### src/rtl/wdomain_rptr_rx.sv
// Write-domain receiver for the async FIFO Gray read pointer: CDC sync, decode, level/free, almost-full, error checks.
// Optional peak-occupancy tracker enabled by defining WLEVEL_PEAK_EN.
module wdomain_rptr_rx #(
    parameter int unsigned PTR_WIDTH    = 3,
    parameter int unsigned SYNC_STAGES  = 2,
    parameter int unsigned AFULL_THRESH = 6
) (
    input  logic                 w_clk,
    input  logic                 wrst_n,
    input  logic [PTR_WIDTH:0]   g_rptr_async,
    input  logic [PTR_WIDTH:0]   b_wptr,
    output logic [PTR_WIDTH:0]   g_rptr_sync,
    output logic [PTR_WIDTH:0]   b_rptr_sync,
    output logic [PTR_WIDTH:0]   wr_level,
    output logic [PTR_WIDTH:0]   wr_free,
    output logic                 almost_full,
    output logic                 sync_ready,
    output logic                 ptr_err
`ifdef WLEVEL_PEAK_EN
    ,
    input  logic                 peak_clr,
    output logic [PTR_WIDTH:0]   wr_peak
`endif
);

    localparam int unsigned PW         = PTR_WIDTH + 1;
    localparam int unsigned DEPTH      = 1 << PTR_WIDTH;
    localparam int unsigned FLUSH_LAST = SYNC_STAGES + 1;
    localparam int unsigned CNT_W      = $clog2(FLUSH_LAST + 1);

    localparam logic [PW-1:0] DEPTH_P  = PW'(DEPTH);
    localparam logic [PW-1:0] THRESH_P = PW'(AFULL_THRESH);

    typedef enum logic {
        S_FLUSH = 1'b0,
        S_RUN   = 1'b1
    } state_e;

    state_e           r_state;
    state_e           w_state_nxt;
    logic [CNT_W-1:0] r_cnt;
    logic [CNT_W-1:0] w_cnt_nxt;
    logic             w_sync_ready;
    logic             w_afull;

    logic [PW-1:0] r_sync [SYNC_STAGES];
    logic [PW-1:0] r_g_prev;
    logic [PW-1:0] r_bin;
    logic [PW-1:0] r_level;
    logic          r_err;

    logic [PW-1:0] w_bin;
    logic [PW-1:0] w_raw;
    logic          w_over;
    logic [PW-1:0] w_level_nxt;
    logic [PW-1:0] w_gdiff;
    logic          w_multi;

    // Plain flop chain: no logic allowed between CDC stages
    always_ff @(posedge w_clk or negedge wrst_n) begin
        if (!wrst_n) begin
            for (int i = 0; i < int'(SYNC_STAGES); i++) begin
                r_sync[i] <= '0;
            end
        end else begin
            r_sync[0] <= g_rptr_async;
            for (int i = 1; i < int'(SYNC_STAGES); i++) begin
                r_sync[i] <= r_sync[i-1];
            end
        end
    end

    assign g_rptr_sync = r_sync[SYNC_STAGES-1];

    // Gray to binary: running XOR from the MSB down
    always_comb begin
        logic acc;
        w_bin = '0;
        acc   = 1'b0;
        for (int i = int'(PTR_WIDTH); i >= 0; i--) begin
            acc      = acc ^ g_rptr_sync[i];
            w_bin[i] = acc;
        end
    end

    assign w_raw       = b_wptr - r_bin;
    assign w_over      = (w_raw > DEPTH_P);
    assign w_level_nxt = w_over ? DEPTH_P : w_raw;
    assign w_gdiff     = g_rptr_sync ^ r_g_prev;
    assign w_multi     = |(w_gdiff & (w_gdiff - PW'(1)));

    // FSM state register
    always_ff @(posedge w_clk or negedge wrst_n) begin
        if (!wrst_n) begin
            r_state <= S_FLUSH;
            r_cnt   <= '0;
        end else begin
            r_state <= w_state_nxt;
            r_cnt   <= w_cnt_nxt;
        end
    end

    // FLUSH holds outputs safe until the sync chain and decode stage have refilled
    always_comb begin
        w_state_nxt  = r_state;
        w_cnt_nxt    = r_cnt;
        w_sync_ready = 1'b0;
        w_afull      = 1'b1;
        case (r_state)
            S_FLUSH: begin
                if (r_cnt == CNT_W'(FLUSH_LAST)) begin
                    w_state_nxt = S_RUN;
                end else begin
                    w_cnt_nxt = r_cnt + CNT_W'(1);
                end
            end
            S_RUN: begin
                w_sync_ready = 1'b1;
                w_afull      = (r_level >= THRESH_P);
            end
            default: begin
                w_state_nxt = S_FLUSH;
            end
        endcase
    end

    // Decode, level and sticky error registers
    always_ff @(posedge w_clk or negedge wrst_n) begin
        if (!wrst_n) begin
            r_g_prev <= '0;
            r_bin    <= '0;
            r_level  <= '0;
            r_err    <= 1'b0;
        end else begin
            r_g_prev <= g_rptr_sync;
            r_bin    <= w_bin;
            r_level  <= w_level_nxt;
            if (w_sync_ready && (w_multi || w_over)) begin
                r_err <= 1'b1;
            end
        end
    end

    assign b_rptr_sync = r_bin;
    assign wr_level    = r_level;
    assign wr_free     = DEPTH_P - r_level;
    assign almost_full = w_afull;
    assign sync_ready  = w_sync_ready;
    assign ptr_err     = r_err;

`ifdef WLEVEL_PEAK_EN
    logic [PW-1:0] r_peak;

    // Clear reloads the current level; otherwise track the maximum while running
    always_ff @(posedge w_clk or negedge wrst_n) begin
        if (!wrst_n) begin
            r_peak <= '0;
        end else if (peak_clr) begin
            r_peak <= r_level;
        end else if (w_sync_ready && (r_level > r_peak)) begin
            r_peak <= r_level;
        end
    end

    assign wr_peak = r_peak;
`endif

endmodule

### config.mk
export PLATFORM = sky130hd
export DESIGN_NAME = wdomain_rptr_rx
export DESIGN_NICKNAME = d
export VERILOG_FILES = /design/src/rtl/wdomain_rptr_rx.sv
export SDC_FILE = /design/constraint.sdc
export NUM_CORES = 1
export LEC_CHECK = 0
export CORE_UTILIZATION = 42
export CTS_CLUSTER_DIAMETER = 120
export DETAILED_ROUTE_END_ITERATION = 6
export PLACE_DENSITY = 0.79
export SYNTH_ARGS = -nofsm -noshare
export SYNTH_HDL_FRONTEND = slang
export SYNTH_SLANG_ARGS = --single-unit
### constraint.sdc
create_clock -name w_clk -period 1.78 [get_ports w_clk]
set_input_delay 0.178 -clock w_clk [delete_from_list [all_inputs] [get_ports w_clk]]
set_output_delay 0.178 -clock w_clk [all_outputs]
set_load 0.02 [all_outputs]
### Yosys cells after proc, flatten, opt, wreduce, memory -nomap -nowiden

Cells that the tools add are included.

| cells by class | value |
|---|---|
| $add $sub $neg | 4 |
| $lt $le $gt $ge | 2 |
| equality and inequality tests | 1 |
| muxes and demuxes | 5 |
| bitwise gates (word level) | 7 |
| reduce and logical (&&, ||, !) cells | 4 |

Operator list:

| operator | count |
|---|---|
| AND 4 bit | 1 |
| >= comparator 4 x 3 -> 1 bit (second input constant) | 1 |
| greater-than comparator 4 bit (second input constant) | 1 |
| 2-to-1 mux 1 bit | 4 |
| 2-to-1 mux 4 bit | 1 |
| OR reduction 4 bit | 1 |
| subtractor 4 x 1 -> 4 bit (second input constant) | 1 |
| subtractor 4 bit | 1 |
| subtractor 4 bit (first input constant) | 1 |
| bitwise XOR 4 bit | 1 |
| bitwise XOR 1 bit | 3 |
| adder 2 x 1 -> 2 bit (second input constant) | 1 |
| equality test 2 bit (second input constant) | 1 |
| inverter 1 bit | 2 |
| AND reduction 2 bit | 1 |
| logical AND 1 bit | 1 |
| logical OR 1 bit | 1 |

| word-level totals | value |
|---|---|
| register bits after elaboration | 24 |
| bits of input ports | 10 |
| logic and storage cells | 31 |

### Depth between registers and ports, before layout

Gate-level depths: netlist of run 1.

| depth | value |
|---|---|
| depth after elaboration | 6 |
| gate-level depth with buffers | 7 |

### Least setup slack after synthesis of run 1

Ideal clock, no wire load.

| timing path | value |
|---|---|
| kind | register to register |
| from | reg r_bin[0] (netlist: b_rptr_sync[0]) |
| to | reg r_err (netlist: ptr_err) |
| arrival time | 1.639 ns |
| required time | 1.654 ns |
| path slack | 0.015 ns |
| cell stages (with the launch flop) | 7 |
| clock period less this slack | 1.765 ns |
| cells stage by stage | dfrtp_1 ha_1 inv_1 fa_1 xnor2_1 a31oi_1 a221o_1 |

| on the way | value |
|---|---|
| word-level cells in the longest chain between the ends | 4 |

Ends and longest elaborated chain:

| what | line | source |
|---|---|---|
| from (decl) | 48 | `logic [PW-1:0] r_bin;` |
| from (signal assigned) | 136 | `r_bin <= w_bin;` |
| subtractor 4 bit | 86 | `assign w_raw = b_wptr - r_bin;` |
| greater-than comparator 4 bit | 87 | `assign w_over = (w_raw > DEPTH_P);` |
| logical OR 1 bit | 138 | `if (w_sync_ready && (w_multi \|\| w_over)) begin` |
| logical AND 1 bit | 138 |  |
| to (signal assigned) | 133 | `r_err <= 1'b0;` |
| to (signal assigned) | 139 | `r_err <= 1'b1;` |
| to (decl) | 50 | `logic r_err;` |

No other way between the ends.
A chain may end at the register's enable or synchronous reset.

### Final worst setup path of run 1

Same ends and word-level chain as after synthesis.

==> results of run 1 <==
-- cell usage in the layout (no fill, tap or decap), drive strengths merged --
master / instances
xor2: 5
a31oi: 3
o21ai: 1
ha: 6
nor2: 4
a21o: 1
clkdlybuf4s50: 24
clkinv: 1
dlygate4sd2: 3
nor3: 1
a221o: 1
xnor2: 8
fa: 1
nand2: 1
dfrtp: 23
buf: 5
nand3b: 1
maj3: 1
clkbuf: 3
mux2: 1
clkdlybuf4s15: 1
inv: 9
-- sequential cells by signal (all words and copies together), names as in the netlist --
signal,count
b_rptr_sync,4
g_rptr_sync,4
ptr_err,1
r_cnt,2
r_g_prev,3
r_state,1
r_sync,4
wr_level,4
-- report_power, final --
group | switching [W] | internal, W
Clock | 0.000151 | 0.0000838
Combinational | 0.000294 | 0.000273
Sequential | 0.0000440 | 0.000575
Total | 0.000489 | 0.000931
-- cell families (layout without fill, tap and decap cells) --
logic type / after synthesis / count (layout) / share of synthesized area, %
flops: 23 / 23 / 60.1
mux: 1 / 1 / 1.18
buf+inv: 15 / 46 / 8.23
xor+xnor: 13 / 13 / 11.9
compound gates: 6 / 6 / 4.31
simple gates: 7 / 7 / 3.27
fa+ha+maj: 8 / 8 / 11.0
-- per-layer routing --
layer  GRT usage [%]  wire length [um]
met4            8.57                48
met5               0                 0
met2            26.1               730
met1            12.8               554
met3            2.16                67
-- worst max-delay path by stage --
| stage | from | end | cells past startpoint |
|---|---|---|---|
| after floorplan | b_rptr_sync[0]$_DFF_PN0_ | ptr_err$_DFFE_PN0P_ | 6 |
| after detailed placement | b_wptr[0] | ptr_err$_DFFE_PN0P_ | 8 |
| after global placement | b_wptr[0] | ptr_err$_DFFE_PN0P_ | 8 |
| final | b_rptr_sync[0]$_DFF_PN0_ | ptr_err$_DFFE_PN0P_ | 6 |
| after global routing | wr_level[1]$_DFF_PN0_ | wr_free[3] | 3 |
| after CTS | b_rptr_sync[0]$_DFF_PN0_ | ptr_err$_DFFE_PN0P_ | 6 |
-- repair_timing --
action | in CTS | in global routing
endpoints found under the hold margin | 0 | 0
hold buffers | 0 | 0
setup endpoints to repair | 4 | 2
resized for setup | 4 | 1
pin swaps | 0 | 0
-- cell type report --
| class | instances | area [um2] |
|---|---|---|
| Timing Repair Buffer | 33 | 314 |
| Tap cell | 27 | 33.8 |
| Inverter | 9 | 33.8 |
| Clock inverter | 1 | 5.00 |
| Fill cell | 166 | 754 |
| Sequential cell | 23 | 576 |
| Clock buffer | 3 | 22.5 |
| Multi-Input combinational cell | 35 | 303 |
-- metrics by stage --
step | util (%) | total power (W)
after floorplan | - | 0.000952
after global placement | 61.9 | 0.00123
after detailed placement | 61.9 | 0.00125
after CTS | 63.0 | 0.00143
after global routing | 63.1 | 0.00151
final | 63.1 | 0.00142
==> impl_metrics.yaml, run 1 <==
run_status:
  outcome: "finished, final reports clean"
cts:
  tritoncts: "built"
  h-tree-depth: 1
  cts_made_buffers: 3
  worst_setup_hold_path_clk_slew_ns: 0.12
  post-cts-setup-buffers: 0
  clock_latency_on_the_worst_skew_pair_ns: 0.30
  clk_root_buffer_cell: "sky130_fd_sc_hd__clkbuf_4"
  tritoncts_num_sinks: 23
  max-clock-path-buffers: 2
setup_path:
  ff2ff_path_depth: 6
  crit_family: "adder cells"
  setup.worst_path.start_class: "flip-flop"
  crit_required_ns: 1.98
  worst_r2r_startpoint: "b_rptr_sync[0]$_DFF_PN0_"
  critical_path_buf_inv_count: 1
  crit_path_cell_trace: "ha_1, inv_1, fa_1, xnor2_1, a31oi_1, a221o_1"
  worst-path-max-fanout: 2
  regToRegSetupSlack_ns: 0.07
  timing.critical_path.slowest_cell_delay_ns: 0.37
  cpMaxStageDelayCell: "sky130_fd_sc_hd__dfrtp_1"
  path_class: "reg -> reg"
  worst_ep_arrival_time_ns: 1.92
  worst_r2r_endpoint: "ptr_err$_DFFE_PN0P_"
  end_kind: "flip-flop"
synth:
  synth_ff_type: "sky130_fd_sc_hd__dfrtp_1"
  synth_sequential_area_ratio_pct: 60.1
  netlist-cell-type-count: 17
  synth_area_per_cell_um2: 13.1
  synth_area_leader_cell: "sky130_fd_sc_hd__dfrtp_1"
  yosys.cell_count.top_type: "sky130_fd_sc_hd__dfrtp_1"
  postSynthRegisterBits: 23
  post_synth_inst_count: 73
  syn-cell-area_um2: 957
  synthDominantCellAreaShare_pct: 60.1
  commonest_cells_in_the_netlist: "23 x sky130_fd_sc_hd__dfrtp_1, 9 x sky130_fd_sc_hd__inv_1, 8 x sky130_fd_sc_hd__xnor2_1"
  synth_enable_flop_cells: 0
  synth.top_cells.by_area: "sky130_fd_sc_hd__dfrtp_1 60%, sky130_fd_sc_hd__ha_1 7.8%, sky130_fd_sc_hd__xnor2_1 7.3%"
  ys_warn_count: 0
  synth-async-reset-ratio_pct: 100
  synth_nets: 90
die:
  die-height_um: 49.7
  placementRows: 16
  fp.dieArea_mm2: 0.00247
  pin_count: 29
  design.core.area_mm2: 0.00204
  initial_core_util_pct: 46.9
  die_w_um: 49.7
final_layout:
  design_area_mm2: 0.00129
  design.final.nets: 122
  finish.cell_count_without_fillers: 131
  diodes: 0
  drive_gt1_share_pct: 9.62
  area_grow_syn2layout_pct: 34.5
placement:
  post_dp_cell_area_mm2: 0.00126
  detailedPlace.worstSlack_ns: -0.231
  dpl.cell_count: 127
  place.port_buffers: 28
  hpwl_um: 1120
  routabilityCongestion: 0.782
timing:
  sum_of_negative_setup_slack_ns: 0
  hold_ws_ns: 0.197
  clock.fmax_ghz: 0.583
  timing.slew.headroom_pct: 82.1
  skew_ns: 0.000998
  setup_violations: 0
  timing_hold_violations_final: 0
  post-route-period-util_pct: 96.3
  maxSlewViolCount: 0
  grt_setup_unrepaired: "yes"
  final_critical_period_ns: 1.71
  worstMarginPinSlew_ns: 0.268
  final.setup.worst_slack_ns: 0.0654
route:
  route.vias.total: 611
  drc: 0
  drt_wl_total_um: 1400
  drt_iter0_markers: 3
  detail_route.vias_per_cell: 4.66
  drt_pre_antenna_iters: 4
  ant_nets: 0
  avgRoutedWirePerCell_um: 10.7
power:
  leakage_dissipation_nw: 0.573
  cellPowerDensity_mw_per_mm2: 1100
  worst_ir_drop_vdd_mv: 0.809
global_route:
  leftover_overflow_at_the_end_of_global_routing: 0
  antenna_found_initial: 0
  first_global_vias: 633
  grt_pass1_wl_um: 2450
  global_route.usage.total_pct: 13.5
  grt_max_degree: 24
job:
  maxCapViolCount: 0
min_path:
  min-delay-path-class: "in -> async"
(Power assumes the default switching activity.)
==> run 2: changes to the inputs <==
--- a/config.mk
+++ b/config.mk
@@ -5,10 +5,11 @@
 export SDC_FILE = /design/constraint.sdc
 export NUM_CORES = 1
 export LEC_CHECK = 0
+export ABC_AREA = 1
 export CORE_UTILIZATION = 42
 export CTS_CLUSTER_DIAMETER = 120
 export DETAILED_ROUTE_END_ITERATION = 6
-export PLACE_DENSITY = 0.79
+export PLACE_DENSITY = 0.78
 export SYNTH_ARGS = -nofsm -noshare
 export SYNTH_HDL_FRONTEND = slang
 export SYNTH_SLANG_ARGS = --single-unit
==> run 2 against run 1 <==
  * Clock power is essentially flat
  * Combinational power down 11%
  * Maximum frequency increased by 3.5%
  * Die area increased by 7.4%
  * Register-to-register slack better by 0.10 ns
  * Synthesized cell count increased by 47%
  * Total power shrank 5.0%
  * Final area is 4.1% higher
  * Area after synthesis up 7.7%
  * Core utilization shrank 3.6 points
  * Clock skew rose by 0.0032 ns
  * First-iteration DRC count rose to 3.0 times the previous value
==> impl_metrics.yaml, run 2 <==
global_route:
  leftover_overflow_at_the_end_of_global_routing: 0
  antenna_found_initial: 0
  grt_pass1_wl_um: 2790
  grt_max_degree: 24
  global_route.usage.total_pct: 14.9
  first_global_vias: 727
setup_path:
  path_class: "reg -> out"
  crit_family: "flip-flops"
  wp_depth: 5
  critical_path_buf_inv_count: 2
  crit_end: "almost_full"
  crit_required_ns: 1.60
  cpMaxStageDelayCell: "sky130_fd_sc_hd__dfrtp_1"
  timing.critical_path.slowest_cell_delay_ns: 0.41
  crit_path_cell_trace: "inv_1, ha_1, o21ai_1, nand3b_1, clkdlybuf4s15_1"
  worst_r2r_endpoint: "ptr_err$_DFFE_PN0P_"
  setup.worst_path.start_class: "flip-flop"
  end_kind: "primary output"
  worst_ep_arrival_time_ns: 1.48
  regToRegSetupSlack_ns: 0.17
  setup.worst_path.start: "wr_level[0]$_DFF_PN0_"
  worst-path-max-fanout: 4
  worst_r2r_startpoint: "b_rptr_sync[0]$_DFF_PN0_"
  ff2ff_path_depth: 9
final_layout:
  design_area_mm2: 0.00134
  fillerInstances: 202
  layout_commonest_cell: "sky130_fd_sc_hd__nand2_1"
  design.final.nets: 153
  diodes: 0
  drive_gt1_share_pct: 3.70
  final_cell_mix: "28 x sky130_fd_sc_hd__nand2_1, 24 x sky130_fd_sc_hd__clkdlybuf4s50_1, 23 x sky130_fd_sc_hd__dfrtp_1"
  area_grow_syn2layout_pct: 30.0
timing:
  post-route-period-util_pct: 93.0
  skew_ns: 0.00420
  timing.slew.headroom_pct: 81.4
  setup_violations: 0
  grt_setup_unrepaired: "no"
  timing_hold_violations_final: 0
  clock.fmax_ghz: 0.604
  sum_of_negative_setup_slack_ns: 0
  final_critical_period_ns: 1.66
  worstMarginPinSlew_ns: 0.280
  maxSlewViolCount: 0
job:
  maxCapViolCount: 0
cts:
  cts_made_buffers: 3
  tritoncts_num_sinks: 23
  tritoncts: "built"
  cts_hold_repair.buffers: 0
  h-tree-depth: 1
  worst_setup_hold_path_clk_slew_ns: 0.12
  max-clock-path-buffers: 2
  clk_root_buffer_cell: "sky130_fd_sc_hd__clkbuf_4"
  clock_latency_on_the_worst_skew_pair_ns: 0.30
die:
  design.core.area_mm2: 0.00225
  die-height_um: 51.5
  initial_core_util_pct: 45.7
  pin_count: 29
  fp.dieArea_mm2: 0.00266
  placementRows: 17
  die_w_um: 51.5
route:
  ant_nets: 0
  drt_pre_antenna_iters: 3
  avgRoutedWirePerCell_um: 9.69
  drt_wl_total_um: 1580
  drc: 0
  route.vias.total: 739
  drt_iter0_markers: 9
  detail_route.vias_per_cell: 4.53
synth:
  synth_enable_flop_cells: 0
  netlist-cell-type-count: 15
  yosys.cell_count.top_type: "sky130_fd_sc_hd__nand2_1"
  synth_area_per_cell_um2: 9.64
  postSynthRegisterBits: 23
  synth_area_leader_cell: "sky130_fd_sc_hd__dfrtp_1"
  synth-async-reset-ratio_pct: 100
  commonest_cells_in_the_netlist: "28 x sky130_fd_sc_hd__nand2_1, 23 x sky130_fd_sc_hd__dfrtp_1, 20 x sky130_fd_sc_hd__inv_1"
  synthDominantCellAreaShare_pct: 55.8
  post_synth_inst_count: 107
  synth_nets: 124
  ys_warn_count: 0
  synth_sequential_area_ratio_pct: 55.8
  syn-cell-area_mm2: 0.00103
  synth.top_cells.by_area: "sky130_fd_sc_hd__dfrtp_1 56%, sky130_fd_sc_hd__nand2_1 10%, sky130_fd_sc_hd__ha_1 7.3%"
  synth_ff_type: "sky130_fd_sc_hd__dfrtp_1"
placement:
  routabilityCongestion: 0.912
  hpwl_um: 1260
  post_dp_cell_area_mm2: 0.00132
  place.port_buffers: 28
power:
  leakage_dissipation_nw: 0.680
  worst_ir_drop_vdd_mv: 0.583
  cellPowerDensity_mw_per_mm2: 1010
min_path:
  min-delay-path-class: "in -> async"
run_status:
  outcome: "finished, final reports clean"
## run 2: logic make-up after synthesis
| kind of cell | count (synthesis) | synth area share (%) |
|---|---|---|
| buffers and inverters | 26 | 11.6 |
| xor gates and xnor gates | 7 | 5.95 |
| adders and majority gates | 7 | 9.22 |
| AOI/OAI and AO/OA | 2 | 0.970 |
| and+or+nand+nor | 42 | 16.4 |
| DFF | 23 | 55.8 |
## run 2: cell type report
type	count	area, um2	share of cell area, %
inverters	20	75.1	5.60
multi-input cells	58	335	25.0
clock buffers	4	26.3	1.96
flip-flops and latches	23	576	43.0
well taps	28	35.0	2.61
repair buffers	30	293	21.8
## run 2: worst min-delay path by stage
stage | start | endpoint | slack, ns | cells past startpoint
6_report | wrst_n | r_sync[5]$_DFF_PN0_ | 0.20 | 2
5_1_grt | wrst_n | r_sync[5]$_DFF_PN0_ | 0.23 | 2
4_1_cts | wrst_n | r_sync[5]$_DFF_PN0_ | 0.21 | 2
3_5_place_dp | r_sync[7]$_DFF_PN0_ | g_rptr_sync[3]$_DFF_PN0_ | 0.34 | 0
3_3_place_gp | r_sync[4]$_DFF_PN0_ | g_rptr_sync[0]$_DFF_PN0_ | 0.33 | 0
2_1_floorplan | wrst_n | b_rptr_sync[0]$_DFF_PN0_ | -0.12 | 0
## run 2: report_power, final
group | switching (W) | leakage [nW] | total (W) | internal, W
logic | 0.000271 | 0.405 | 0.000506 | 0.000235
clock network | 0.000145 | 0.0150 | 0.000233 | 0.0000874
registers | 0.0000412 | 0.260 | 0.000611 | 0.000570
total | 0.000458 | 0.680 | 0.00135 | 0.000892
## run 2: metrics by stage
step / total power (W) / std cells / setup slack [ns] / utilization [%] / hold WS (ns)
after floorplan: 0.000921 / 107 / 0.155 / - / -0.118
after global placement: 0.00115 / 159 / -0.0967 / 58.4 / 0.333
after detailed placement: 0.00117 / 159 / -0.146 / 58.4 / 0.337
after CTS: 0.00136 / 163 / 0.0360 / 59.3 / 0.210
after global routing: 0.00144 / 163 / 0.00969 / 59.4 / 0.228
final: 0.00135 / 163 / 0.124 / 59.4 / 0.203
## run 2: timing repair
item,4_1_cts,5_1_grt
gates resized for setup,4,3
buffers inserted,0,0
setup endpoints to repair,4,2
endpoints found under the hold margin,0,0
## run 2: metal layers
metal | up-vias | wire length, um | track usage, %
li1 | 366 | - | -
met1 | 345 | 630 | 14.3
met2 | 24 | 841 | 28.6
met3 | 4 | 66 | 2.63
met4 | 0 | 40 | 9.46
met5 | - | 0 | 0
